===== src/rtl/product_accumulator.sv =====
// product_accumulator
// Batch-sum stage behind the signed multiplier. Accepts COUNT signed
// products over a valid/ready handshake, adds them (sign-extended, wrapping)
// into an ACC_W-bit accumulator, then holds the finished sum with a sticky
// overflow flag until the consumer takes it. A synchronous clear aborts the
// current batch, and also discards a sum that is being held.
module product_accumulator #(
    parameter int PROD_W = 8,
    parameter int ACC_W  = 12,
    parameter int COUNT  = 4
) (
    input  logic              clock,
    input  logic              reset,
    input  logic              clear,
    input  logic              in_valid,
    input  logic [PROD_W-1:0] in_product,
    output logic              in_ready,
    output logic              out_valid,
    output logic [ACC_W-1:0]  out_sum,
    output logic              out_overflow,
    input  logic              out_ready,
    output logic              busy
);

    localparam int CNT_W = (COUNT > 1) ? $clog2(COUNT) : 1;
    localparam logic [CNT_W-1:0] CNT_LAST = CNT_W'(COUNT - 1);

    typedef enum logic {
        ST_ACCUM = 1'b0,
        ST_HOLD  = 1'b1
    } state_t;

    state_t           state_q, state_d;
    logic [ACC_W-1:0] acc_q, acc_d;
    logic [CNT_W-1:0] cnt_q, cnt_d;
    logic             ovf_q, ovf_d;

    logic [ACC_W-1:0] prod_ext;
    logic [ACC_W-1:0] sum_wrap;
    logic             add_ovf;
    logic             accept;

    // Sign-extend the product to accumulator width (no-op when widths match).
    if (ACC_W > PROD_W) begin : g_ext
        assign prod_ext = {{(ACC_W - PROD_W){in_product[PROD_W-1]}}, in_product};
    end else begin : g_noext
        assign prod_ext = in_product;
    end

    // Wrapping add; overflow when both addends agree in sign and the result does not.
    assign sum_wrap = acc_q + prod_ext;
    assign add_ovf  = (acc_q[ACC_W-1] == prod_ext[ACC_W-1]) &&
                      (sum_wrap[ACC_W-1] != acc_q[ACC_W-1]);
    assign accept   = in_valid && (state_q == ST_ACCUM);

    // Next-state logic; clear overrides every other event in the cycle.
    always_comb begin
        state_d = state_q;
        acc_d   = acc_q;
        cnt_d   = cnt_q;
        ovf_d   = ovf_q;
        if (clear) begin
            state_d = ST_ACCUM;
            acc_d   = '0;
            cnt_d   = '0;
            ovf_d   = 1'b0;
        end else begin
            case (state_q)
                ST_ACCUM: begin
                    if (accept) begin
                        acc_d = sum_wrap;
                        ovf_d = ovf_q | add_ovf;
                        if (cnt_q == CNT_LAST) begin
                            cnt_d   = '0;
                            state_d = ST_HOLD;
                        end else begin
                            cnt_d = cnt_q + 1'b1;
                        end
                    end
                end
                ST_HOLD: begin
                    // Sum and flag stay frozen until the consumer takes them.
                    if (out_ready) begin
                        acc_d   = '0;
                        ovf_d   = 1'b0;
                        state_d = ST_ACCUM;
                    end
                end
                default: state_d = ST_ACCUM;
            endcase
        end
    end

    // State registers with asynchronous active-low reset.
    always_ff @(posedge clock or negedge reset) begin
        if (!reset) begin
            state_q <= ST_ACCUM;
            acc_q   <= '0;
            cnt_q   <= '0;
            ovf_q   <= 1'b0;
        end else begin
            state_q <= state_d;
            acc_q   <= acc_d;
            cnt_q   <= cnt_d;
            ovf_q   <= ovf_d;
        end
    end

    assign in_ready     = (state_q == ST_ACCUM);
    assign out_valid    = (state_q == ST_HOLD);
    assign out_sum      = acc_q;
    assign out_overflow = ovf_q;
    assign busy         = (cnt_q != '0) || (state_q == ST_HOLD);

endmodule

===== config.mk =====
export PLATFORM = sky130hd
export DESIGN_NAME = product_accumulator
export DESIGN_NICKNAME = d
export VERILOG_FILES = /design/src/rtl/product_accumulator.sv
export SDC_FILE = /design/constraint.sdc
export NUM_CORES = 1
export LEC_CHECK = 0
export BUFFER_PORTS_ARGS = -buffer_cell sky130_fd_sc_hd__buf_2
export CAP_MARGIN = 20
export CORE_ASPECT_RATIO = 1.1
export CORE_MARGIN = 2
export CORE_UTILIZATION = 50
export CTS_BUF_LIST = sky130_fd_sc_hd__clkbuf_8
export DETAILED_ROUTE_END_ITERATION = 10
export PLACE_DENSITY = 0.85
export SLEW_MARGIN = 5
export SYNTH_ARGS = -nofsm -noshare
export SYNTH_HDL_FRONTEND = slang
export SYNTH_SLANG_ARGS = --single-unit
export TNS_END_PERCENT = 1

===== constraint.sdc =====
create_clock -name clock -period 2.4 [get_ports clock]
set_input_delay 0.36 -clock clock [delete_from_list [all_inputs] [get_ports clock]]
set_output_delay 0.36 -clock clock [all_outputs]
set_load 0.01 [all_outputs]

Yosys cells after proc, flatten, opt, wreduce, memory -nomap -nowiden
Cells that the tools add are included.
Word-level totals
  flip-flop bits (word level): 16
  latch bits: 0
  bits in writable memories: 0
  ROM bits: 0
  logic and storage cells: 38
  memories kept: 0
Operators by class
  add/subtract/negate cells: 2
  $mul: 0
  divide/modulo/power cells: 0
  $lt $le $gt $ge: 0
  equal/unequal tests: 6
  shift operators: 0
  muxes and demuxes: 17
  bitwise operators: 2
  reductions and logical operators: 7
Operator list (number)
  two-way mux 12 bit: 3
  case mux 12 bit (2 select lines): 1
  adder 12 bit: 1
  two-way mux 2 bit: 4
  two-way mux 1 bit: 7
  case mux 1 bit (2 select lines): 2
  AND reduction 2 bit: 2
  nonzero test 2 bit: 2
  != test 3 x 2 -> 1 bit, second input constant: 1
  != test 3 bit, second input constant: 1
  adder 2 x 1 -> 2 bit, second input constant: 1
  == test 2 bit, second input constant: 1
  logical AND 1 bit: 2
  != test 2 bit, second input constant: 1
  == test 1 bit: 1
  logical OR 1 bit: 1
  != test 1 bit: 1
  inverter 1 bit: 1
  OR 1 bit: 1

Logic depth before layout (Yosys ltp)
Gate-level depths: netlist (run 1).
  depth in word-level cells: 7
  depth in mapped cells: 8
  mapped depth without buffers: 8

Least setup slack after synthesis (run 1)
Ideal clock, no wire load.
  kind: reg-to-reg
  from: reg acc_q[0] (netlist: out_sum[0])
  to: reg acc_q[8] (netlist: out_sum[8])
  data arrival time: 1960 ps
  required time: 2273 ps
  setup slack: 313 ps
  cell stages (with the launch flop): 9
  path buffers: 0
  period minus slack after synthesis: 2087 ps
  cell sequence: dfrtp_1 > ha_1 > fa_1 > a21o_1 > a21oi_1 > o21a_1 > o21a_1 > mux2i_1 > nand3_1
On the way
  cells in the longest elaborated chain, start to end: 4
Ends and longest elaborated chain
  start: declaration: line 34  | logic [ACC_W-1:0] acc_q, acc_d;
  start signal: assignment: line 98  | acc_q <= '0;
  start signal: assignment: line 103  | acc_q <= acc_d;
  adder 12 bit: line 51  | assign sum_wrap = acc_q + prod_ext;
  two-way mux 12 bit: line 70  | if (accept) begin
  case mux 12 bit (2 select lines): line 68  | case (state_q)
  two-way mux 12 bit: line 62  | if (clear) begin
No other way between the ends. The select of a mux whose other input is x is not followed.
A chain may end at the register's enable or synchronous reset.

Final worst setup path (run 1)
Same ends and word-level chain as after synthesis.

==> results.sh, run 1 <==
export IMPL_switching_share_pct=36.5
export IMPL_wl_um=2780
export IMPL_clk_path_buf_depth=2
export IMPL_diodes=0
export IMPL_peakVddDrop_mv=0.457
export IMPL_grt_antenna_before_repair=0
export IMPL_place_area_mm2=0.00142
export IMPL_synth_top_area_share_pct=32.1
export IMPL_reg2reg_depth=8
export IMPL_clkPwrFrac_pct=24.4
export IMPL_die_h_um=56.4
export IMPL_die_w_um=51.7
export IMPL_vias=1147
export IMPL_rsz0062_at_grt="no"
export IMPL_design_area_mm2=0.00147
export IMPL_synth_edff_count=0
export IMPL_netlist_top_cells_count="17 x nand2_1, 16 x dfrtp_1, 13 x ha_1, 13 x nor2_1, 11 x a21oi_1"
export IMPL_start_util_pct=51.5
export IMPL_worstSkewPairLatency_ns=0.26
export IMPL_synth_fp_nets=170
export IMPL_slew_viol_final=0
export IMPL_power_frac_seq_pct=33.8
export IMPL_vias_per_cell=5.65
export IMPL_grt_max_degree=17
export IMPL_arrival_ns=2.35
export IMPL_pin_count=29
export IMPL_fp_dieArea_mm2=0.00291
export IMPL_cts_tree="done"
export IMPL_ys_flop_type="dfrtp_1"
export IMPL_yosysMostFrequentCell="nand2_1"
export IMPL_p_leak_nw=0.759
export IMPL_crit_type="flop to flop"
export IMPL_areaGrowthSynthToFinish_pct=17.8
export IMPL_powerDensity_mw_per_mm2=687
export IMPL_worst_pin_slew_ns=0.545
export IMPL_layout_min_cycle_time_ns=2.21
export IMPL_yosys_warnings=0
export IMPL_ant_nets=0
export IMPL_clk_pin_slew_ns=0.07
export IMPL_async_flop_share_pct=100
export IMPL_synth_seq_cells=16
export IMPL_drc_errors=0
export IMPL_final_setup_viol_count=0
export IMPL_slew_headroom_pct=63.6
export IMPL_cts_sinks=16
export IMPL_combPwrFrac_pct=41.8
export IMPL_grtUsageTotal_pct=21.2
export IMPL_crit_fanout=3
export IMPL_htree_levels=1
export IMPL_grt_pass1_vias=1104
export IMPL_first_pass_iters=4
export IMPL_drt_wirelength_per_cell_um=13.7
export IMPL_internal_power_uw=642
export IMPL_drive_above_1_share_pct=22.1
export IMPL_postCtsSetupBuffers=0
export IMPL_rows=19
export IMPL_hpwl_um=2120
export IMPL_cp_end_kind="flop"
export IMPL_hold_class="primary input to async pin"
export IMPL_status="complete, no violations"
export IMPL_critical_path_startpoint_type="flop"
export IMPL_gp_congestion=0.772
export IMPL_maxCapViolations=0
export IMPL_cts_made_buffers=3
export IMPL_max_freq_mhz=453
export IMPL_tns_ns=0
export IMPL_grt_pass1_wl_um=4720
export IMPL_yosysTopAreaCell="dfrtp_1"
export IMPL_nets=200
export IMPL_synthTopCellsByArea="dfrtp_1 32%, ha_1 13%, nand2_1 5.1%"
export IMPL_yosysSeqAreaShare_pct=32.1
export IMPL_finalCritPeriodShare_pct=91.9
export IMPL_synthDistinctLibCells=36
export IMPL_netlist_area_mm2=0.00125
export IMPL_finalHoldViolCount=0
export IMPL_drtIter0Drc=16
export IMPL_ctsHoldBuffers=0
export IMPL_coreArea_mm2=0.00242
export IMPL_port_buffers=28
export IMPL_fill_cells=219
export IMPL_postCtsResizedCells=0
export IMPL_grt_ovfl_total=0
export IMPL_cts_root_buf="clkbuf_8"
export IMPL_p_switching_uw=369
export IMPL_avgSynthCellArea_um2=8.73
export IMPL_synthCells=143
export IMPL_worstPathRequired_ns=2.54
export IMPL_finClkSkew_ns=0.00173
worst max-delay path: stages, from the launching register on:
cell	delay (ns)
dfrtp_1	0.40
ha_1	0.23
fa_1	0.42
a21o_1	0.17
a21oi_1	0.28
o21a_1	0.20
o21a_1	0.14
mux2i_1	0.18
nand3_1	0.08
stage by stage:
stage	utilization, %	hold WS (ns)	worst slack (ns)	power, mW	std cells
after floorplan	-	0.0644	0.313	0.656	143
after global placement	58.4	0.302	0.212	0.746	199
after detailed placement	58.4	0.301	0.119	0.768	199
after CTS	60.7	0.0255	0.187	1.02	203
after global routing	60.7	0.0430	0.0247	1.08	203
final	60.7	0.0201	0.194	1.01	203
area by class of cell:
type	instances	area, um^2	area share, %
tap	31	38.8	2.64
clock buffer	4	55.1	3.74
inverter	6	22.5	1.53
timing repair buffer	29	148	10.0
multi-input combinational	117	807	54.8
sequential	16	400	27.2
registers in the layout (all words and copies together) (netlist names):
name          flops
out_sum          12
cnt_q             2
out_overflow      1
out_valid         1
placed cells by master, fill, tap and decap left out, drive strengths merged, types with 3 or more instances in the layout:
cell / n
buf: 29
dfrtp: 16
a21o: 5
o211ai: 3
a31oi: 3
clkbuf: 4
nor2: 13
inv: 6
nor3b: 6
ha: 13
nand2: 17
o21ai: 10
nand3: 5
mux2i: 3
a21oi: 12
nor2b: 4
xnor2: 3
final timing paths:
kind	start	endpoint	slack [ns]
max in group asynchronous	reset	cnt_q[0]	2.10
min in group clock	clear	out_valid	0.32
worst min-delay path	reset	out_sum[4]	0.02
worst max register to register	out_sum[0]	out_sum[8]	0.19
worst min register to register	out_overflow	out_overflow	0.51
worst max-delay path	out_sum[0]	out_sum[8]	0.19
power groups by stage:
| stage | clock (mW) | combinational (mW) | sequential (mW) |
|---|---|---|---|
| after floorplan | 0 | 0.296 | 0.359 |
| after global placement | 0 | 0.403 | 0.343 |
| after detailed placement | 0 | 0.421 | 0.346 |
| after CTS | 0.249 | 0.424 | 0.342 |
| after global routing | 0.256 | 0.475 | 0.348 |
| final | 0.246 | 0.423 | 0.342 |
layer usage:
metal / vias up / wire length (um) / GRT usage, %
met1: 543 / 1220 / 24.7
met4: 0 / 48 / 7.89
met3: 5 / 119 / 2.66
met5: - / 0 / 0
li1: 575 / - / -
met2: 24 / 1390 / 38.6
kinds of logic after synthesis:
| group | after synthesis | share of synthesized area [%] |
|---|---|---|
| simple gates | 51 | 19.7 |
| compound gates | 44 | 24.3 |
| flops | 16 | 32.1 |
| fa+ha+maj | 14 | 14.6 |
| buf+inv | 10 | 3.31 |
| xor+xnor | 5 | 3.51 |
| mux | 3 | 2.40 |
No activity file was read; power rests on OpenSTA's default activity.
==> run 2, diff against run 1 <==
--- a/config.mk
+++ b/config.mk
@@ -13,6 +13,7 @@
 export CTS_BUF_LIST = sky130_fd_sc_hd__clkbuf_8
 export DETAILED_ROUTE_END_ITERATION = 10
 export PLACE_DENSITY = 0.85
+export REMOVE_ABC_BUFFERS = 1
 export SLEW_MARGIN = 5
 export SYNTH_ARGS = -nofsm -noshare
 export SYNTH_HDL_FRONTEND = slang
==> run 2 against run 1 <==
Compared with the run above: sequential cell count unchanged; die area did not move; combinational power is essentially flat; first-iteration DRC count down 19%; global-route usage is 0.20 points lower; setup slack got worse by 0.0066 ns; clock skew barely moved.
==> results.sh, run 2 (same netlist as run 1, synthesis figures left out) <==
export IMPL_internal_power_uw=642
export IMPL_postCtsSetupBuffers=0
export IMPL_crit_type="flop to flop"
export IMPL_clk_path_buf_depth=2
export IMPL_hold_ws_ns=0.00675
export IMPL_fp_dieArea_mm2=0.00291
export IMPL_nets=200
export IMPL_max_stage_delay_ns=0.41
export IMPL_drc_errors=0
export IMPL_crit_fanout=3
export IMPL_grtUsageTotal_pct=21.0
export IMPL_finalHoldViolCount=0
export IMPL_max_freq_mhz=452
export IMPL_wl_um=2740
export IMPL_slew_headroom_pct=73.5
export IMPL_pin_count=29
export IMPL_r2r_setup_slack_ns=0.19
export IMPL_start_util_pct=51.5
export IMPL_rows=19
export IMPL_cp_end_kind="flop"
export IMPL_arrival_ns=2.35
export IMPL_status="complete, no violations"
export IMPL_first_pass_iters=4
export IMPL_grt_antenna_before_repair=0
export IMPL_grt_ovfl_total=0
export IMPL_port_buffers=28
export IMPL_critical_path_startpoint_type="flop"
export IMPL_diodes=0
export IMPL_clk_pin_slew_ns=0.07
export IMPL_p_leak_nw=0.759
export IMPL_layout_min_cycle_time_ns=2.21
export IMPL_slowest_stage="dfrtp_1"
export IMPL_cts_root_buf="clkbuf_8"
export IMPL_powerDensity_mw_per_mm2=689
export IMPL_rsz0062_at_grt="no"
export IMPL_htree_levels=1
export IMPL_gp_congestion=0.816
export IMPL_ant_nets=0
export IMPL_vias_per_cell=5.71
export IMPL_p_switching_uw=371
export IMPL_final_setup_viol_count=0
export IMPL_final_common_cell="buf_2"
export IMPL_layout_common_cells="28 x buf_2, 17 x nand2_1, 16 x dfrtp_1, 13 x nor2_1, 13 x ha_1"
export IMPL_switching_share_pct=36.6
export IMPL_crit_top_cell="o21a_1"
export IMPL_clkPwrFrac_pct=24.3
export IMPL_hpwl_um=2200
export IMPL_path_cells="ha_1 > fa_1 > a21o_1 > a21oi_1 > o21a_1 > o21a_1 > mux2i_1 > nand3_1"
export IMPL_cts_made_buffers=3
export IMPL_worst_pin_slew_ns=0.396
export IMPL_worstSkewPairLatency_ns=0.25
export IMPL_finClkSkew_ns=0.00187
export IMPL_grt_pass1_wl_um=4820
export IMPL_power_frac_seq_pct=33.8
export IMPL_cts_tree="done"
export IMPL_drt_wirelength_per_cell_um=13.5
export IMPL_drive_above_1_share_pct=22.1
export IMPL_ctsHoldBuffers=0
export IMPL_largest_reg_flops=12
export IMPL_maxCapViolations=0
export IMPL_tns_ns=0
export IMPL_combPwrFrac_pct=42.0
export IMPL_areaGrowthSynthToFinish_pct=17.8
export IMPL_grt_pass1_vias=1133
export IMPL_hold_class="primary input to async pin"
export IMPL_postCtsResizedCells=0
export IMPL_grt_max_degree=17
export IMPL_cts_sinks=16
export IMPL_worstPathRequired_ns=2.54
export IMPL_vias=1160
export IMPL_finalCritPeriodShare_pct=92.2
export IMPL_die_w_um=51.7
export IMPL_coreArea_mm2=0.00242
export IMPL_peakVddDrop_mv=0.578
export IMPL_drtIter0Drc=13
export IMPL_die_h_um=56.4
export IMPL_slew_viol_final=0
-- run 2: cell counts in the layout (fill, tap and decap cells not counted) --
No cell type changed its count.
-- run 2: area by class of cell --
type | instances | area, um^2
clock buffer | 4 | 55.1
multi-input combinational | 117 | 807
inverter | 6 | 22.5
sequential | 16 | 400
tap | 31 | 38.8
timing repair buffer | 29 | 148
fill | 231 | 953
-- run 2: critical path: cells and delay by family, from the launching register on --
family	cells	cell delay, ns
and+or+nand+nor	1	0.08
AOI/OAI and AO/OA	4	0.78
muxes	1	0.18
DFF	1	0.41
adders and majority gates	2	0.64
-- run 2: path summary, 6_finish.rpt --
| check | startpoint | to | cells past startpoint |
|---|---|---|---|
| max | out_sum[0] | out_sum[8] | 8 |
| min | reset | out_sum[1] | 1 |
| max reg2reg | out_sum[0] | out_sum[8] | 8 |
| min reg2reg | out_overflow | out_overflow | 2 |
| max in group asynchronous | reset | out_valid | 1 |
| min in group clock | clear | cnt_q[0] | 2 |
-- run 2: through the flow --
| stage | worst slack (ns) | std cells | utilization, % | cell area [um^2] | power, mW |
|---|---|---|---|---|---|
| 2_1_floorplan | 0.313 | 139 | - | 1230 | 0.649 |
| 3_3_place_gp | 0.214 | 199 | 58.4 | 1420 | 0.747 |
| 5_1_grt | 0.0656 | 203 | 60.7 | 1470 | 1.08 |
| 6_report | 0.187 | 203 | 60.7 | 1470 | 1.01 |
| 3_5_place_dp | 0.111 | 199 | 58.4 | 1420 | 0.771 |
| 4_1_cts | 0.174 | 203 | 60.7 | 1470 | 1.02 |
-- run 2: power by group through the flow --
stage	logic (mW)	clock network, mW	registers, mW
floorplan	0.290	0	0.359
global placement	0.404	0	0.343
detailed placement	0.424	0	0.347
CTS	0.426	0.247	0.343
global route	0.478	0.255	0.347
finish	0.425	0.246	0.342
-- run 2: layer usage --
layer,vias to the layer above,share of wire [%],track usage (%)
met1,559,43,25.7
li1,573,-,-
met3,2,3.6,2.66
met2,26,53,38.5
met4,0,0.80,4.51
met5,-,0,0
==> run 3, diff against run 2 <==
--- a/config.mk
+++ b/config.mk
@@ -9,10 +9,10 @@
 export CAP_MARGIN = 20
 export CORE_ASPECT_RATIO = 1.1
 export CORE_MARGIN = 2
-export CORE_UTILIZATION = 50
+export CORE_UTILIZATION = 55
 export CTS_BUF_LIST = sky130_fd_sc_hd__clkbuf_8
 export DETAILED_ROUTE_END_ITERATION = 10
-export PLACE_DENSITY = 0.85
+export PLACE_DENSITY = 0.91
 export REMOVE_ABC_BUFFERS = 1
 export SLEW_MARGIN = 5
 export SYNTH_ARGS = -nofsm -noshare
==> run 3 against run 2 <==
Compared with the run above: final cell count down 0.49%; design area barely moved; setup slack better by 0.017 ns; register-to-register slack improved by 0.02 ns; non-clock buffer count unchanged; wire length rose by 1.8%; total power decreased by 0.26%; clock power barely moved; largest cell class unchanged.
==> results.sh, run 3 (same netlist as run 1, synthesis figures left out) <==
export IMPL_status="complete, no violations"
export IMPL_cts_sinks=16
export IMPL_hold_ws_ns=0.0135
export IMPL_path_cells="ha_1 > a21o_1 > a21oi_2 > a31oi_2 > a21oi_1 > or4b_1 > o211ai_1"
export IMPL_grt_max_degree=17
export IMPL_finalCritPeriodShare_pct=91.5
export IMPL_grt_util_met3_pct=1.94
export IMPL_postCtsSetupBuffers=0
export IMPL_grt_ovfl_total=0
export IMPL_max_stage_delay_ns=0.51
export IMPL_final_common_cell="buf_2"
export IMPL_grt_antenna_before_repair=0
export IMPL_finalNonFillerCells=202
export IMPL_arrival_ns=2.36
export IMPL_diodes=0
export IMPL_clk_path_buf_depth=2
export IMPL_peakVddDrop_mv=0.509
export IMPL_finClkSkew_ns=0.00852
export IMPL_cts_made_buffers=3
export IMPL_dp_cells=198
export IMPL_crit_type="flop to flop"
export IMPL_grt_pass1_wl_um=4910
export IMPL_vias=1167
export IMPL_max_freq_mhz=456
export IMPL_gp_congestion=0.803
export IMPL_rsz0062_at_grt="no"
export IMPL_place_area_mm2=0.00142
export IMPL_clk_pin_slew_ns=0.07
export IMPL_grt_use_met2_pct=45.7
export IMPL_nets=200
export IMPL_busiest_layer="met2"
export IMPL_grtUsageTotal_pct=24.0
export IMPL_ctsHoldBuffers=0
export IMPL_ant_nets=0
export IMPL_cts_tree="done"
export IMPL_cp_end_kind="flop"
export IMPL_drc_errors=0
export IMPL_layout_common_cells="28 x buf_2, 17 x nand2_1, 16 x dfrtp_1, 13 x nor2_1, 13 x ha_1"
export IMPL_hold_class="primary input to async pin"
export IMPL_multi_input_area_um2=807
export IMPL_slowest_stage="or4b_1"
export IMPL_worstSkewPairLatency_ns=0.25
export IMPL_port_buffers=28
export IMPL_maxCapViolations=0
export IMPL_grt_pass1_vias=1129
export IMPL_die_h_um=54.0
export IMPL_layout_min_cycle_time_ns=2.20
export IMPL_finalHoldViolCount=0
export IMPL_final_core_util_pct=66.6
export IMPL_regArea_um2=400
export IMPL_worst_pin_slew_ns=0.380
export IMPL_wl_um=2790
export IMPL_crit_fanout=9
export IMPL_reg2reg_depth=7
export IMPL_postCtsResizedCells=0
export IMPL_hpwl_um=2120
export IMPL_pin_count=29
export IMPL_gr_usage_met1_pct=28.1
export IMPL_p_leak_nw=0.759
export IMPL_slew_headroom_pct=74.7
export IMPL_start_util_pct=56.6
export IMPL_rows=18
export IMPL_drive_above_1_share_pct=22.1
export IMPL_drtIter0Drc=12
export IMPL_drt_wirelength_per_cell_um=13.8
export IMPL_slew_viol_final=0
export IMPL_fill_cells=201
export IMPL_critical_path_startpoint_type="flop"
export IMPL_final_setup_viol_count=0
export IMPL_areaGrowthSynthToFinish_pct=17.7
export IMPL_tns_ns=0
export IMPL_powerDensity_mw_per_mm2=687
export IMPL_cts_root_buf="clkbuf_8"
export IMPL_htree_levels=1
export IMPL_coreArea_mm2=0.00221
export IMPL_vias_per_cell=5.78
export IMPL_largest_reg_flops=12
export IMPL_design_area_mm2=0.00147
export IMPL_first_pass_iters=5
export IMPL_fp_dieArea_mm2=0.00267
export IMPL_worstPathRequired_ns=2.57
export IMPL_die_w_um=49.4
==> run 3: cell counts in the layout (fill, tap and decap cells not counted) <==
Identical to the previous run, type by type.
==> run 3: worst max-delay path, delay by kind of cell, from the launching register on <==
family / cells / cell delay (ns)
flip-flops: 1 / 0.41
AO/OA/AOI/OAI: 5 / 0.75
adder cells (fa/ha/maj): 1 / 0.43
AND/OR/NAND/NOR: 1 / 0.51
==> run 3: report_power, final <==
group / total (mW) / internal (mW) / switching (mW)
Combinational: 0.425 / 0.188 / 0.237
Clock: 0.244 / 0.146 / 0.0979
Sequential: 0.342 / 0.308 / 0.0342
Total: 1.01 / 0.642 / 0.369
==> run 3: final cells by class <==
| cell class | instances | share of cell area [%] |
|---|---|---|
| multi-input combinational | 117 | 54.9 |
| clock buffer | 4 | 3.74 |
| tap | 30 | 2.55 |
| timing repair buffer | 29 | 10.0 |
| inverter | 6 | 1.53 |
| sequential | 16 | 27.2 |
==> run 3: path summary, 6_finish.rpt <==
path                                   start  slack [ns]           end
min in group clock                     clear        0.34      cnt_q[0]
worst max-delay path              out_sum[8]        0.20   out_sum[11]
max in group asynchronous              reset        2.10      cnt_q[0]
worst min-delay path                   reset        0.01    out_sum[0]
worst max register to register    out_sum[8]        0.20   out_sum[11]
worst min register to register  out_overflow        0.49  out_overflow
==> run 3: per-layer routing <==
layer  vias to the layer above  share of wire [%]
met1                       554                 42
met4                         0                2.0
met2                        33                 52
li1                        574                  -
met3                         6                4.2
met5                         -                  0
==> run 3: through the flow <==
step           power, mW  worst slack, ns
6_report            1.01            0.205
5_1_grt             1.08           0.0605
4_1_cts             1.01            0.230
3_5_place_dp       0.768            0.103
3_3_place_gp       0.747            0.218
2_1_floorplan      0.649            0.313
